## src/rtl/fifo_stream_reader.sv

```systemverilog
// Prefetching reader: pulls words from a synchronous FIFO into a 3-entry buffer
// and presents them as a ready/valid stream. Macro FIFO_STREAM_READER_COUNT_EN
// enables the word_count transfer counter; otherwise word_count is tied to zero.
module fifo_stream_reader #(
   parameter int unsigned DATA_WIDTH = 32
) (
   input  logic                  clk,
   input  logic                  rst,
   input  logic                  en,
   input  logic [DATA_WIDTH-1:0] fifo_data,
   input  logic                  fifo_empty,
   output logic                  fifo_rd,
   output logic [DATA_WIDTH-1:0] m_tdata,
   output logic                  m_tvalid,
   input  logic                  m_tready,
   output logic [15:0]           word_count
);

   localparam int unsigned DEPTH = 3;
   localparam int unsigned CNT_W = 2;
   localparam int unsigned OCC_W = 3;

   logic [DATA_WIDTH-1:0] buf_q [DEPTH];
   logic [DATA_WIDTH-1:0] buf_d [DEPTH];
   logic [CNT_W-1:0]      count_q, count_d;
   logic [CNT_W-1:0]      tail;
   logic [OCC_W-1:0]      occ;
   logic                  pending_q;
   logic                  valid_q, valid_d;
   logic                  pop, push;

   // Reads in flight count against capacity, so the buffer can never overflow.
   assign occ     = OCC_W'(count_q) + OCC_W'(pending_q);
   assign fifo_rd = !rst && en && !fifo_empty && (occ < OCC_W'(DEPTH));

   assign pop      = valid_q && m_tready;
   assign push     = pending_q;
   assign m_tvalid = valid_q;
   assign m_tdata  = buf_q[0];

   // Head-at-slot-0 shift buffer: pop shifts down, push lands after the survivors.
   always_comb begin
      buf_d = buf_q;
      tail  = count_q - CNT_W'(pop);
      if (pop) begin
         buf_d[0] = buf_q[1];
         buf_d[1] = buf_q[2];
      end
      if (push) begin
         case (tail)
            CNT_W'(0): buf_d[0] = fifo_data;
            CNT_W'(1): buf_d[1] = fifo_data;
            default:   buf_d[2] = fifo_data;
         endcase
      end
      count_d = tail + CNT_W'(push);
      valid_d = (count_d != '0);
   end

   always_ff @(posedge clk) begin
      if (rst) begin
         buf_q     <= '{default: '0};
         count_q   <= '0;
         pending_q <= 1'b0;
         valid_q   <= 1'b0;
      end else begin
         buf_q     <= buf_d;
         count_q   <= count_d;
         pending_q <= fifo_rd;
         valid_q   <= valid_d;
      end
   end

`ifdef FIFO_STREAM_READER_COUNT_EN
   localparam int unsigned WC_W = 16;

   logic [WC_W-1:0] wc_q, wc_d;

   // Free-running transfer counter; wraps naturally at 16 bits.
   always_comb begin
      wc_d = wc_q;
      if (pop) begin
         wc_d = wc_q + WC_W'(1);
      end
   end

   always_ff @(posedge clk) begin
      if (rst) begin
         wc_q <= '0;
      end else begin
         wc_q <= wc_d;
      end
   end

   assign word_count = wc_q;
`else
   assign word_count = 16'(0);
`endif

endmodule

```

## config.mk

```make
export PLATFORM = sky130hd
export DESIGN_NAME = fifo_stream_reader
export DESIGN_NICKNAME = d
export VERILOG_FILES = /design/src/rtl/fifo_stream_reader.sv
export SDC_FILE = /design/constraint.sdc
export NUM_CORES = 1
export LEC_CHECK = 0
export CORE_ASPECT_RATIO = 1.4
export CORE_UTILIZATION = 25
export CTS_CLUSTER_DIAMETER = 80
export CTS_CLUSTER_SIZE = 14
export DETAILED_ROUTE_END_ITERATION = 8
export PLACE_DENSITY = 0.54
export SLEW_MARGIN = 0
export SYNTH_ARGS = -nofsm -noshare
export SYNTH_HDL_FRONTEND = slang
export SYNTH_SLANG_ARGS = --single-unit
```

## constraint.sdc

```tcl
create_clock -name clk -period 5.32 [get_ports clk]
set_input_delay 1.33 -clock clk [delete_from_list [all_inputs] [get_ports clk]]
set_output_delay 1.33 -clock clk [all_outputs]
set_load 0.02 [all_outputs]
```

## Word-level counts from Yosys, hierarchy flattened

Index checks and enable logic that the tools add are counted.

| word-level totals | value |
|---|---|
| output and inout port bits | 50 |
| register bits after elaboration | 100 |
| bits of input ports | 37 |
| logic and storage cells | 27 |

| operators by class | value |
|---|---|
| mux-type cells | 5 |
| $lt $le $gt $ge | 1 |
| bitwise logic cells | 1 |
| add/sub/neg operators | 3 |
| reduce and logical (&&, ||, !) cells | 10 |
| eq/ne operators | 1 |

Operator list:

| kind | number |
|---|---|
| 32-bit two-way mux | 3 |
| 96-bit two-way mux | 1 |
| 64-bit two-way mux | 1 |
| 1-bit logical AND | 4 |
| 2-bit by 1-bit adder with 3-bit output | 1 |
| 3-bit by 2-bit < comparator with 1-bit output (second input constant) | 1 |
| 2-bit by 1-bit adder with 2-bit output | 1 |
| 2-bit by 1-bit equality test with 1-bit output (second input constant) | 1 |
| 1-bit zero test | 2 |
| 2-bit zero test | 1 |
| 2-bit AND reduction | 1 |
| 2-bit nonzero test | 1 |
| 2-bit OR reduction | 1 |
| 2-bit by 1-bit subtractor with 2-bit output | 1 |
| 1-bit inverter | 1 |

## Longest topological paths before layout

Gate-level depths: netlist of the first run.

| depth | value |
|---|---|
| depth after elaboration | 6 |
| gate-level depth with buffers | 8 |
| depth with buffers taken out | 4 |

## Worst setup path after synthesis of the first run

No wires, ideal clock.

| timing | value |
|---|---|
| path type | in2out |
| start point | in rst |
| end point | out fifo_rd |
| path buffers | 0 |
| data arrival time | 2370 ps |
| setup slack | 1620 ps |
| stages on the path | 2 |
| required time | 3990 ps |
| cell sequence | or4b_2 a21oi_1 |

| between the ends | value |
|---|---|
| longest elaborated chain between the ends | 4 |

RTL lines:

| item | line | RTL |
|---|---|---|
| from (decl) | 8 | `input logic rst,` |
| 1-bit zero test | 34 | `assign fifo_rd = !rst && en && !fifo_empty && (occ < OCC_W'(DEPTH));` |
| 1-bit logical AND (3 in series) | 34 |  |
| to (decl) | 12 | `output logic fifo_rd,` |

No other way between the ends.

## Worst setup path in the final report of the first run

| timing | value |
|---|---|
| start point | in en |
| end point | out fifo_rd |

| between the ends | value |
|---|---|
| longest elaborated chain between the ends | 3 |

RTL lines:

| item | line | RTL |
|---|---|---|
| from (decl) | 9 | `input logic en,` |
| 1-bit logical AND (3 in series) | 34 |  |

No other way between the ends.

==> results of run 1 <==
## power by group
part	total, W	switching (W)	internal, W	leakage [nW]
registers	0.000803	0.0000288	0.000775	0.810
logic	0.000233	0.000129	0.000104	1.23
clock network	0.000716	0.000291	0.000425	0.153
## critical path: stages
cell	delay, ns
clkdlybuf4s50_1	0.44
or4b_2	0.60
a21oi_1	0.15
clkdlybuf4s50_1	0.62
## logic make-up (layout without fill, tap and decap cells)
group	count (synthesis)	count (layout)	share of synthesized area, %
and+or+nand+nor	205	205	18.33
AOI/OAI and AO/OA	104	104	15.23
DFF	100	100	39.37
buffers and inverters	94	90	12.11
muxes	68	68	14.22
adders and majority gates	2	2	0.4920
other	1	16	0.07375
xor gates and xnor gates	1	1	0.1723
## area by class of cell
class                           count  area, µm²  area share (%)
Tap cell                          252      315.3           5.338
Sequential cell                   100       2003           33.91
Multi-Input combinational cell    396       2546           43.11
Clock buffer                       12      246.5           4.173
Clock inverter                      4      72.57           1.229
Timing Repair Buffer               74      723.2           12.24
## per-layer routing
metal  vias up  wire (µm)  GRT usage (%)
li1       1898          -              -
met2        67       5360          19.10
met1      1730       4868          12.36
met5         -          0              0
met4         0        208          5.726
met3         9        289          1.933
## worst paths after layout
check | from | endpoint | slack, ns | cells after the start
max | en | fifo_rd | 0.85 | 4
min | buf_q[10] | buf_q[10] | 0.45 | 2
min reg2reg | buf_q[10] | buf_q[10] | 0.45 | 2
max reg2reg | m_tvalid | buf_q[49] | 2.22 | 4
## metrics by stage
stage | total power (W) | std cells | worst slack [ns] | cell area (µm²)
2_1_floorplan | 0.0009980 | 590 | 1.620 | 5141
3_3_place_gp | 0.001057 | 822 | 0.8602 | 5588
3_5_place_dp | 0.001058 | 822 | 0.8527 | 5588
4_1_cts | 0.001794 | 838 | 0.8427 | 5907
5_1_grt | 0.001838 | 838 | 0.8049 | 5907
6_report | 0.001752 | 838 | 0.8549 | 5907
## cell usage in the layout, fill, tap and decap left out, types with 2 or more instances in the layout
| cell | Yosys | final |
|---|---|---|
| nand3_1 | 32 | 32 |
| clkdlybuf4s50_1 | 0 | 68 |
| clkbuf_16 | 0 | 9 |
| clkbuf_1 | 23 | 2 |
| bufinv_16 | 0 | 2 |
| nor2b_1 | 33 | 33 |
| nor2_1 | 33 | 33 |
| dfxtp_1 | 100 | 99 |
| nand2_1 | 97 | 96 |
| a21boi_0 | 2 | 2 |
| mux2_2 | 34 | 34 |
| a211oi_2 | 32 | 32 |
| mux2i_1 | 34 | 33 |
| buf_4 | 49 | 5 |
| and3b_1 | 3 | 3 |
| ha_1 | 2 | 2 |
| nor3b_1 | 2 | 2 |
| a21oi_1 | 66 | 66 |
| conb_1 | 1 | 16 |
## state kept, by name, indices dropped and copies added, names as in the netlist
signal	count
count_q	2
m_tvalid	1
pending_q	1
buf_q	64
m_tdata	32
==> summary.md, run 1 <==
| Metric | Value |
|---|---|
| Status | completed |
| Share of flip-flops with an asynchronous set or reset | 0% |
| Netlist cell types | 30 |
| Dominant cells by area after synthesis | dfxtp_1 (39%), a211oi_2 (7.9%), mux2_2 (7.5%), buf_4 (7.2%), nand2_1 (7.2%) |
| Antenna violation net count after detailed routing | 0 |
| Post-synth EDFFs | 0 |
| Setup violators final | 0 |
| Clk slew on worst S/H paths | 0.06 ns |
| Final Hold Vio Count | 0 |
| CTS tree | built |
| Pwr per Cell Area | 296.6 mW/mm² |
| # IOs | 87 |
| N_diodes | 0 |
| Starting Density | 25.53% |
| Worst Setup Path Type | primary input to output port |
| CTS buffer count | 9 |
| Rel. slew slack | 28.51% |
| Top cell type's share of synthesized area | 39.37% |
| DRC violations left | 0 |
| Final core utilization | 29.65% |
| Reported leakage power | 2.197 nW |
| CP Data Required Time | 3.99 ns |
| Gr usage total | 10.88% |
| Yosys top cell by area | dfxtp_1 |
| Mapped cell area | 0.005085 mm² |
| Post-CTS setup buffer count | 0 |
| Hpwl dp | 6518 µm |
| Die ar. | 0.02092 mm² |
| Final #Nets | 620 |
| HP Class | register to register |
| Final wirelength | 10730 µm |
| Largest fanout on the critical path | 2 |
| Vias in the first global route | 3512 |
| Row count | 61 |
| WP data arrival | 3.14 ns |
| Post-Syn Instances | 575 |
| WHS | 0.4545 ns |
| Vias | 3704 |
| Clock buffer depth | 2 |
| Grt ovf | 0 |
| Worst-Skew Late Latency | 0.35 ns |
| Fillcell total | 2119 |
| Sequential fraction of the synthesis area | 39.37% |
| First drt pass iteration count | 4 |
| Slew of the pin with the lowest slew margin | 1.050 ns |
| RSZ-0062 raised after global routing | no |
| GP Congestion | 0.6469 |
| Syn. warnings | 0 |
| Total Neg Setup Slack | 0 ns |
| Count of buffers from port buffering | 70 |
| Core ar. | 0.01992 mm² |
| Area Growth Syn to Fin | 16.17% |
| First-pass GRT wire length | 17600 µm |
| CTS H-Tree Depth | 3 |
| Tmin final | 4.465 ns |
| Seq cells post-synth | 100 |
| Max Slew Vio Count | 0 |
| Vias per inst | 4.420 |
| Fmax | 224.0 MHz |
| Die Ht | 170.7 µm |
| Initial drt markers | 172 |
| Count leader, synth | dfxtp_1 |
| Crit end category | output port |
| Avg Inst Size Synth | 8.843 µm² |
| Hold_buf cts | 0 |
| Chip Width | 122.5 µm |
| Initial antenna violation count | 0 |
| Setup crit start kind | primary input |
| Largest net degree at the start of global routing | 68 |
| Clk sinks | 100 |
| Post-synth top flop | dfxtp_1 |
| PostCTS Resize Cnt | 0 |
| Per-cell routed wire length | 12.80 µm |
| Share of cells above drive strength 1 | 15.70% |
| Fin crit share | 83.93% |
| Max Cap Viol | 0 |
| Worst IR Drop VDD | 130.1 µV |
| Post-synth top cells | dfxtp_1 (100), nand2_1 (97), a21oi_1 (66) |
| Max Clock Skew | 0.007683 ns |
| Clock Tree Root | clkbuf_16 |
Note: power is estimated with default switching activity, not from simulation.
==> inputs of run 2 (changes only) <==
--- a/config.mk
+++ b/config.mk
@@ -10,7 +10,7 @@
 export CTS_CLUSTER_DIAMETER = 80
 export CTS_CLUSTER_SIZE = 14
 export DETAILED_ROUTE_END_ITERATION = 8
-export PLACE_DENSITY = 0.54
+export PLACE_DENSITY = 0.55
 export SLEW_MARGIN = 0
 export SYNTH_ARGS = -nofsm -noshare
 export SYNTH_HDL_FRONTEND = slang
==> constraint.sdc (replaced) <==
create_clock -name clk -period 3.75 [get_ports clk]
set_input_delay 0.9375 -clock clk [delete_from_list [all_inputs] [get_ports clk]]
set_output_delay 0.9375 -clock clk [all_outputs]
set_load 0.02 [all_outputs]
==> run 2 against run 1 <==
Total power increased by 38%. Sequential share of layout area decreased by 0.16 points. Global-route usage decreased by 0.14 points. Cell area increased by 0.47%. First-iteration DRC count increased by 11%. Clock power increased by 33%. Final cell count increased by 0.36%. Count of clock-buffer cells in the layout increased by 2. Non-clock buffer count increased by 4. Largest cell class unchanged.
==> summary.md, run 2 (synthesis results as in run 1) <==
| Metric | Value |
|---|---|
| Status | completed |
| Hold wc startpoint | buf_q[3] |
| Max reg flops | 64 |
| Final #Nets | 624 |
| Initial antenna violation count | 0 |
| DRC violations left | 0 |
| Die ar. | 0.02092 mm² |
| Rel. slew slack | 34.07% |
| GP Congestion | 0.6678 |
| Setup violators final | 0 |
| R2R setup slack | 1.38 ns |
| WP data arrival | 2.72 ns |
| CP Data Required Time | 2.81 ns |
| Final core utilization | 29.79% |
| Gr usage total | 10.74% |
| Pwr per Cell Area | 408.6 mW/mm² |
| # IOs | 87 |
| Crit end category | output port |
| Setup crit start kind | primary input |
| Reported leakage power | 2.219 nW |
| Die Ht | 170.7 µm |
| Initial drt markers | 191 |
| Vias per inst | 4.364 |
| Post-CTS setup buffer count | 0 |
| First-pass GRT wire length | 17620 µm |
| Count of buffers from port buffering | 70 |
| Clk sinks | 100 |
| Hold Crit Depth | 2 |
| Per-cell routed wire length | 12.49 µm |
| Max Cap Viol | 0 |
| Vias in the first global route | 3597 |
| Overall Power | 0.002425 W |
| Largest fanout on the critical path | 2 |
| Total Neg Setup Slack | 0 ns |
| Core ar. | 0.01992 mm² |
| HP Class | register to register |
| Area taken by multi-input logic gates | 0.002546 mm² |
| Slew of the pin with the lowest slew margin | 0.9890 ns |
| CP max stage delay | 0.61 ns |
| Largest net degree at the start of global routing | 68 |
| CTS tree | built |
| PostCTS Resize Cnt | 0 |
| Hpwl dp | 6642 µm |
| Starting Density | 25.53% |
| Worst Setup Path Type | primary input to output port |
| R2r startpoint | m_tvalid |
| Critical path's most frequent cell | clkdlybuf4s50_1 |
| Worst-Skew Late Latency | 0.34 ns |
| Slowest cell on crit path | clkdlybuf4s50_1 |
| Grt ovf | 0 |
| Final Hold Vio Count | 0 |
| Crit path cell chain | clkdlybuf4s50_1, or4b_2, a21oi_1, clkdlybuf4s50_1 |
| Share of cells above drive strength 1 | 16.13% |
| Tmin final | 3.661 ns |
| Clk slew on worst S/H paths | 0.06 ns |
| CTS buffer count | 9 |
| Finished Cell Area | 0.005934 mm² |
| First drt pass iteration count | 4 |
| RSZ-0062 raised after global routing | no |
| CTS H-Tree Depth | 3 |
| Hold_buf cts | 0 |
| FF-to-FF End | buf_q[6] |
| Clock buffer depth | 2 |
| Final wirelength | 10510 µm |
| Area after DPL | 0.005630 mm² |
| Vias | 3670 |
| Most common cell after layout, fill and taps aside | dfxtp_1 |
| Number of cells on the worst reg-to-reg path | 5 |
| Fin crit share | 97.62% |
| Max Slew Vio Count | 0 |
| Hold endpoint | buf_q[3] |
| Area Growth Syn to Fin | 16.71% |
| Chip Width | 122.5 µm |
| Fmax | 273.2 MHz |
| Max Clock Skew | 0.003272 ns |
| Fillcell total | 2178 |
| Worst IR Drop VDD | 239.8 µV |
| Clock Tree Root | clkbuf_16 |
| Most flops, register | buf_q |
| Antenna violation net count after detailed routing | 0 |
| Sequential cell area | 0.002003 mm² |
| N_diodes | 0 |
| Most frequent cells in the layout | dfxtp_1 (99), nand2_1 (96), clkdlybuf4s50_1 (68) |
| Row count | 61 |
[run 2: cell types whose count changed in the layout (fill, tap and decap cells not counted)]
| cell | delta |
|---|---|
| buf_4 | +3 |
| clkbuf_8 | +2 |
| bufinv_16 | -1 |
| clkinvlp_4 | -1 |
| buf_12 | +1 |
| clkinv_2 | -1 |
[run 2: report_power, final]
group	internal [W]	switching, W
logic	0.000152	0.000193
clock network	0.000569	0.000381
registers	0.00110	0.0000308
[run 2: cell type report]
| cell class | instances | area share (%) |
|---|---|---|
| clock inverter | 1 | 0.5060 |
| timing repair buffer | 78 | 12.90 |
| tap | 252 | 5.313 |
| multi-input combinational | 396 | 42.91 |
| clock buffer | 14 | 4.617 |
| sequential | 100 | 33.75 |
[run 2: worst max-delay path by stage]
stage / startpoint / to / slack, ns / depth (start not counted)
global route: en / fifo_rd / 0.03 / 4
finish: en / fifo_rd / 0.09 / 4
floorplan: rst / fifo_rd / 0.83 / 2
detailed placement: en / fifo_rd / 0.08 / 4
CTS: en / fifo_rd / 0.08 / 4
global placement: en / fifo_rd / 0.08 / 4
[run 2: worst max-delay path, delay by kind of cell]
family | cells | cell delay, ns
compound gates | 1 | 0.13
buf+inv | 2 | 1.06
simple gates | 1 | 0.60
[run 2: per-layer routing]
layer,track usage (%),vias up,wire length (µm)
li1,-,1901,-
met1,12.02,1697,4727
met2,19.59,67,5256
met3,2.267,5,376
met4,3.977,0,145
met5,0,-,0
[run 2: stage by stage]
stage / hold WS [ns] / std cells / setup WS, ns
floorplan: 0.4366 / 590 / 0.8348
detailed placement: 0.4467 / 826 / 0.08107
finish: 0.4533 / 841 / 0.08910
global route: 0.4659 / 841 / 0.03332
global placement: 0.4420 / 826 / 0.07528
CTS: 0.4556 / 841 / 0.07684
